<file path="src/rtl/mix_round_sequencer.sv">
// Sequenced eight-word mixing engine: seeds the state, applies one mixing stage per clock
// for a programmed number of rounds, then presents the result behind a valid/ready handshake.
// Optional feature: define MIX_SEQ_ABORT_EN to add an `abort` input that cancels a running job.
module mix_round_sequencer #(
  parameter int ROUNDS_W = 4
) (
  input  logic                clk,
  input  logic                rst_n,
  input  logic                start_valid,
  output logic                start_ready,
  input  logic [31:0]         seed,
  input  logic [ROUNDS_W-1:0] rounds,
  output logic                busy,
  output logic                done_valid,
  input  logic                done_ready,
  input  logic [2:0]          result_sel,
  output logic [31:0]         result,
  output logic [ROUNDS_W-1:0] round_cnt,
  output logic [2:0]          stage
`ifdef MIX_SEQ_ABORT_EN
  ,
  input  logic                abort
`endif
);

  // Handshakes: start is accepted on an edge with start_valid && start_ready;
  // the result is consumed on an edge with done_valid && done_ready.

  typedef enum logic [1:0] {
    IDLE = 2'd0,
    RUN  = 2'd1,
    DONE = 2'd2
  } state_t;

  localparam logic [31:0] MUL_A [8] = '{32'd2, 32'd3, 32'd5, 32'd7, 32'd11, 32'd13, 32'd17, 32'd19};
  localparam logic [31:0] ADD_B [8] = '{32'd3, 32'd5, 32'd7, 32'd11, 32'd13, 32'd17, 32'd19, 32'd23};
  localparam logic [31:0] MUL_C [8] = '{32'd2, 32'd3, 32'd3, 32'd3, 32'd5, 32'd13, 32'd35, 32'd87};
  localparam logic [31:0] ADD_D [8] = '{32'd0, 32'd1, 32'd8, 32'd27, 32'd64, 32'd125, 32'd216, 32'd343};

  state_t              state;
  state_t              state_nx;
  logic [31:0]         o   [8];
  logic [31:0]         mix [8];
  logic [ROUNDS_W-1:0] target;
  logic [ROUNDS_W-1:0] round_inc;
  logic                abort_hit;
  logic                last_stage;

`ifdef MIX_SEQ_ABORT_EN
  assign abort_hit = abort;
`else
  assign abort_hit = 1'b0;
`endif

  assign start_ready = (state == IDLE);
  assign busy        = (state == RUN);
  assign done_valid  = (state == DONE);
  assign result      = o[result_sel];
  assign round_inc   = round_cnt + 1'b1;
  // A target of zero wraps round_inc back to zero after 2^ROUNDS_W rounds.
  assign last_stage  = (stage == 3'd7) && (round_inc == target);

  // Words are updated in index order, each reading the already-updated lower words.
  always_comb begin
    for (int i = 0; i < 8; i++) mix[i] = o[i];
    for (int i = 0; i < 8; i++) begin
      case (stage)
        3'd0: mix[i] = mix[i] + 32'(i);
        3'd1: mix[i] = mix[i] + mix[3'(i + 7)];
        3'd2: mix[i] = mix[i] + mix[3'(i + 1)] - mix[3'(i + 5)];
        3'd3: mix[i] = mix[i] ^ (mix[3'(i + 3)] << 16);
        3'd4: mix[i] = mix[i] - (mix[3'(i + 2)] >> 17) + (mix[3'(i + 4)] >> 12);
        3'd5: mix[i] = mix[i] + mix[3'(i + 7)] - mix[3'(i + 6)];
        3'd6: mix[i] = mix[i] * MUL_A[i] + ADD_B[i];
        default: mix[i] = mix[i] * MUL_C[i] + ADD_D[i];
      endcase
    end
  end

  always_comb begin
    state_nx = state;
    case (state)
      IDLE: if (start_valid) state_nx = RUN;
      RUN: begin
        if (abort_hit)       state_nx = IDLE;
        else if (last_stage) state_nx = DONE;
      end
      DONE: if (done_ready) state_nx = IDLE;
      default: state_nx = IDLE;
    endcase
  end

  always_ff @(posedge clk or negedge rst_n) begin
    if (!rst_n) begin
      state     <= IDLE;
      stage     <= 3'd0;
      round_cnt <= '0;
      target    <= '0;
      for (int i = 0; i < 8; i++) o[i] <= 32'd0;
    end else begin
      state <= state_nx;
      case (state)
        IDLE: begin
          if (start_valid) begin
            stage     <= 3'd0;
            round_cnt <= '0;
            target    <= rounds;
            for (int i = 0; i < 8; i++) o[i] <= seed + 32'(i);
          end
        end
        RUN: begin
          // An aborted edge applies no stage so the partial state stays inspectable.
          if (!abort_hit) begin
            stage <= stage + 3'd1;
            if (stage == 3'd7) round_cnt <= round_inc;
            for (int i = 0; i < 8; i++) o[i] <= mix[i];
          end
        end
        default: ;
      endcase
    end
  end

endmodule

</file>
<file path="config.mk">
export PLATFORM = sky130hd
export DESIGN_NAME = mix_round_sequencer
export DESIGN_NICKNAME = d
export VERILOG_FILES = /design/src/rtl/mix_round_sequencer.sv
export SDC_FILE = /design/constraint.sdc
export NUM_CORES = 2
export LEC_CHECK = 0
export CAP_MARGIN = 25
export CELL_PAD_IN_SITES_DETAIL_PLACEMENT = 2
export CELL_PAD_IN_SITES_GLOBAL_PLACEMENT = 2
export CORE_MARGIN = 2
export CORE_UTILIZATION = 43
export CTS_BUF_LIST = sky130_fd_sc_hd__clkbuf_8 sky130_fd_sc_hd__clkbuf_16
export DETAILED_ROUTE_END_ITERATION = 10
export PLACE_DENSITY = 0.88
export SETUP_SLACK_MARGIN = 0.15
export SYNTH_ARGS = -nofsm -noshare
export SYNTH_HDL_FRONTEND = slang
export SYNTH_SLANG_ARGS = --single-unit
</file>
<file path="constraint.sdc">
create_clock -name clk -period 42.6 [get_ports clk]
set_clock_uncertainty 0.2 [all_clocks]
set_input_delay 6.39 -clock clk [delete_from_list [all_inputs] [get_ports clk]]
set_output_delay 6.39 -clock clk [all_outputs]
set_load 0.05 [all_outputs]
</file>
==> results of run 1 <==
[cell usage after synthesis, types with 54 or more instances]
cell / instances / area (µm²)
a211oi_1: 74 / 555.5
a21o_1: 198 / 1486
a21oi_1: 691 / 3458
a221oi_1: 99 / 867.1
a22oi_1: 131 / 983.4
a31oi_1: 93 / 581.8
and3_1: 56 / 350.3
buf_1: 56 / 210.2
clkbuf_1: 293 / 1100
dfrtp_1: 269 / 6731
fa_1: 272 / 5445
ha_1: 1207 / 15100
inv_1: 1129 / 4238
mux4_2: 64 / 1441
nand2_1: 621 / 2331
nand2b_1: 73 / 456.7
nand3_1: 212 / 1061
nand4_1: 81 / 506.7
nor2_1: 648 / 2432
nor2b_1: 99 / 619.3
nor3_1: 156 / 780.8
o211ai_1: 83 / 623.1
o21a_1: 86 / 645.6
o21ai_0: 648 / 3243
o21bai_1: 83 / 623.1
o221ai_1: 78 / 683.2
o22ai_1: 75 / 469.2
or3_1: 54 / 337.8
xnor2_1: 656 / 5746
xor2_1: 345 / 3022
[stage by stage]
stage / std cells / cell area, µm² / util (%)
2_1_floorplan: 9238 / 71430 / -
3_3_place_gp: 11410 / 75850 / 45.97
3_5_place_dp: 11420 / 75910 / 46.01
4_1_cts: 11490 / 77370 / 46.90
[cells by family after synthesis]
logic type | share of synthesized area [%]
AO/OA/AOI/OAI | 24.31
XOR/XNOR | 12.27
adder cells (fa/ha/maj) | 28.77
buffers and inverters | 7.842
flip-flops | 9.424
multiplexers | 3.235
AND/OR/NAND/NOR | 14.14
[routing by layer]
layer | GRT overflow | global-route usage (%)
met2 | 301 | 95.64
met4 | 243 | 81.12
met1 | 57 | 83.93
met3 | 51 | 74.06
met5 | 6 | 52.12
==> summary.md, run 1 <==
| Metric | Value |
|---|---|
| Synth warnings | 0 |
| Post-CTS Resized | 0 |
| Ys async rst share | 100.0% |
| Port Buf Inserts | 84 |
| Initial antenna violation count | 162 |
| Setup Fix Bufs, Post-CTS | 0 |
| GR Util All Layers | 83.84% |
| Status | stopped before the end |
| Clock root buffer master | clkbuf_16 |
| GPL Wtd Cong | 1.102 |
| Die X | 411.6 µm |
| Hold_buf cts | 0 |
| Syn avg cell area | 7.732 µm² |
| Maximum root-to-sink buffer count | 3 |
| Num CTS Buffers | 40 |
| Initial core utilization | 43.29% |
| DP HPWL | 395.4 mm |
| Largest net degree at the start of global routing | 125 |
| Clock Sinks | 269 |
| H-tree lvl count | 2 |
| EDFF count, synth | 0 |
| Number of synthesized register bits | 269 |
| Error | [ERROR GRT-0232] Routing congestion too high. Check the congestion heatmap in the GUI. |
| Post-synth cell types | 97 |
| Site Rows | 149 |
| Stopping stage | global routing |
| Overall die height | 411.6 µm |
| Cells after Synth | 9238 |
| Register area share after synthesis | 9.424% |
| Worst slack at placement | 22.83 ns |
| Post-synth net total | 10760 |
| Synthesized cell area | 0.07143 mm² |
| Total gr overflow | 658 |
| Top Ports | 85 |
| Top FF cell, synth | dfrtp_1 |
==> inputs of run 2 (changes only) <==
- CELL_PAD_IN_SITES_DETAIL_PLACEMENT: 2 -> unset
- CELL_PAD_IN_SITES_GLOBAL_PLACEMENT: 2 -> unset
- CORE_UTILIZATION: 43 -> 35
- CTS_BUF_LIST: sky130_fd_sc_hd__clkbuf_8 sky130_fd_sc_hd__clkbuf_16 -> unset
- PLACE_DENSITY: 0.88 -> unset
- PLACE_DENSITY_LB_ADDON: unset -> 0.15
- SETUP_SLACK_MARGIN: 0.15 -> unset
==> run 2 against run 1 <==
Synthesized area stayed put; the run now ends clean; synthesized cell count unchanged.
==> summary.md, run 2 <==
| Metric | Value |
|---|---|
| Most frequent cells in the layout | ha_1, inv_1, a21oi_1 |
| Synth area leader | ha_1 |
| R2r setup slk | 23.61 ns |
| Post-route antenna net violation count | 0 |
| Hold WS | 0.3006 ns |
| Top Ports | 85 (unchanged) |
| Hold_buf cts | 0 (unchanged) |
| Pin slew with the least headroom to its limit | 1.157 ns |
| Type of destination of the critical path | flip-flop |
| Startpoint Class | flip-flop |
| Later-pin clock latency in the skew report | 0.70 ns |
| Fin cells | 11970 |
| Max incr delay on CP | 0.85 ns |
| Req. time, crit path | 43.00 ns |
| Worst Hold Path EP | target[3]$_DFFE_PN0P_ |
| Full die area | 0.2077 mm² |
| DP HPWL | 327.5 mm (-17%) |
| Num CTS Buffers | 45 (+13%) |
| Largest register by flop count | o |
| Post-CTS Resized | 0 (unchanged) |
| Synth top cells by count | ha_1, inv_1, a21oi_1, xnor2_1 |
| Top FF cell, synth | dfrtp_1 |
| GR Util All Layers | 37.54% |
| Die X | 455.8 µm (+11%) |
| Hold depth | 2 |
| Max_cap viols | 0 |
| Clock Sinks | 269 (unchanged) |
| Multi-input gate area | 0.05942 mm² |
| Setup TNS | 0 ns |
| Crit-path slowest cell | a221oi_1 |
| Maximum root-to-sink buffer count | 3 (unchanged) |
| Initial antenna violation count | 50 |
| Most frequent cell after synthesis | ha_1 |
| Synth top area cells | ha_1, dfrtp_1, xnor2_1 |
| Wire length of the first global-routing pass | 557.0 mm |
| Reg2Reg Depth | 75 |
| FF-to-FF Start | stage[0]$_DFFE_PN0P_ |
| Largest net degree at the start of global routing | 122 |
| RR Endpoint | o[127]$_DFFE_PN0P_ |
| Setup violators final | 0 |
| Sequential cell area | 0.006735 mm² |
| Cells after Synth | 9238 (unchanged) |
| Clock root buffer master | clkbuf_16 |
| Total number of vias | 74520 |
| Synth Area in Compound Gates | 24.31% (unchanged) |
| WL/cell | 33.64 µm |
| Max Slew Vio Count | 0 |
| Critical path class | reg2reg |
| Layout area overhead | 9.375% |
| Largest family of logic cells by synthesized area | adder cells |
| Register area share after synthesis | 9.424% (unchanged) |
| Xor and xnor area share after synthesis | 12.27% (unchanged) |
| Critical path peak fanout | 11 |
| Clk slew on worst S/H paths | 0.06 ns |
| Status | complete, no violations |
| Share of layout cells above drive strength 1 | 6.108% |
| Overall die height | 455.8 µm (+11%) |
| Max FFs per register | 256 |
| Total gr overflow | 0 |
| Port Buf Inserts | 84 (unchanged) |
| RSZ-0062 raised after global routing | false |
| Yosys top cell area share | 21.14% (unchanged) |
| Final net count | 10770 |
| Ys async rst share | 100.0% (unchanged) |
| Synth warnings | 0 (unchanged) |
| Drt pass-1 iters | 8 |
| Cell family with most CP delay | compound AO/OA/AOI/OAI gates |
| Crit path DAT | 19.39 ns |
| Vias in the first global route | 72470 |
| Setup Fix Bufs, Post-CTS | 0 (unchanged) |
| Post-synth cell types | 97 (unchanged) |
| Synthesized cell area | 0.07143 mm² (unchanged) |
| Site Rows | 165 (+11%) |
| Fin util | 38.58% |
| Initial core utilization | 35.27% (-8.0 points) |
| Crit path buf inv count | 9 |
| DRT Wirelength | 402.8 mm |
| EDFF count, synth | 0 (unchanged) |
| H-tree lvl count | 2 (unchanged) |
| # fillers | 21170 |
| Post-synthesis mux area share | 3.235% (unchanged) |
| Starting DRT DRC Count | 8449 |
| Largest regs | o: 256 flops, round_cnt: 4 flops, target: 4 flops |
| Syn avg cell area | 7.732 µm² (unchanged) |
| Core area | 0.2025 mm² |
| CTS tree | built |
| Hold Path Origin | target[3]$_DFFE_PN0P_ |
| DRC violations left | 0 |
| Number of synthesized register bits | 269 (unchanged) |
| Post-route clock period utilization | 44.58% |
| Simple-gate share of the synthesized area | 14.14% (unchanged) |
| Final Hold Fails | 0 |
| Placed insts | 11870 (+4.0%) |
| Post-layout min period | 18.99 ns |
| Slew HR | 22.32% |
| Via density | 6.224 |
| Post-synth net total | 10760 (unchanged) |
| Worst Hold Class | reg2reg |
| Fmax | 52.65 MHz |
| Adder and majority gate portion of the synthesized area | 28.77% (unchanged) |
| GPL Wtd Cong | 1.068 (-3.1%) |
| Commonest non-fill, non-tap cell in the layout | ha_1 |
[run 2: cell counts after synthesis]
Identical to the previous run, type by type.
[run 2: logic make-up after synthesis]
logic type      Yosys count
compound gates         2689
simple gates           2168
buf+inv                1487
fa+ha+maj              1479
xor+xnor               1001
flops                   269
mux                     145
[run 2: layout make-up]
class                   instances  share of cell area [%]
clock buffers                  63                   1.698
inverters                    1129                   5.434
diodes                         18                 0.05765
multi-input cells            7482                   76.05
flip-flops and latches        269                   8.621
clock inverters                17                  0.3251
repair buffers                323                   3.533
well taps                    2672                   4.279
[run 2: worst max-delay path by stage]
| stage | endpoint | cells after the start | slack (ns) | start |
|---|---|---|---|---|
| after floorplan | o[127]$_DFFE_PN0P_ | 81 | 26.42 | stage[2]$_DFFE_PN0P_ |
| after global placement | o[127]$_DFFE_PN0P_ | 70 | 23.05 | stage[0]$_DFFE_PN0P_ |
| after detailed placement | o[127]$_DFFE_PN0P_ | 75 | 24.01 | stage[0]$_DFFE_PN0P_ |
| after CTS | o[127]$_DFFE_PN0P_ | 76 | 23.92 | stage[0]$_DFFE_PN0P_ |
| after global routing | o[127]$_DFFE_PN0P_ | 77 | 22.60 | stage[0]$_DFFE_PN0P_ |
| final | o[127]$_DFFE_PN0P_ | 75 | 23.61 | stage[0]$_DFFE_PN0P_ |
[run 2: metrics by stage]
stage / setup slack (ns) / cell area, µm²
finish: 23.61 / 78130
global route: 22.60 / 78090
CTS: 23.92 / 78020
detailed placement: 24.01 / 76440
global placement: 23.05 / 76230
floorplan: 26.42 / 71430
[run 2: tightest hold or removal path, delay by kind of cell, from the launching register on]
kind / cells / cell delay (ns)
AND/OR/NAND/NOR: 2 / 0.11
flip-flops: 1 / 0.36
[run 2: per-layer routing]
| metal | routed length, µm | vias to the layer above | share of wire (%) | global-route usage, % |
|---|---|---|---|---|
| li1 | - | 32870 | - | - |
| met1 | 157900 | 36820 | 39 | 45.94 |
| met2 | 175400 | 3803 | 44 | 58.97 |
| met3 | 36930 | 994 | 9.2 | 8.482 |
| met4 | 32380 | 34 | 8.0 | 24.84 |
| met5 | 229 | - | 0.057 | 0 |
Power of run 2 is not shown: default switching activity piles up to over one toggle a cycle in this logic, so the estimate is an artifact.
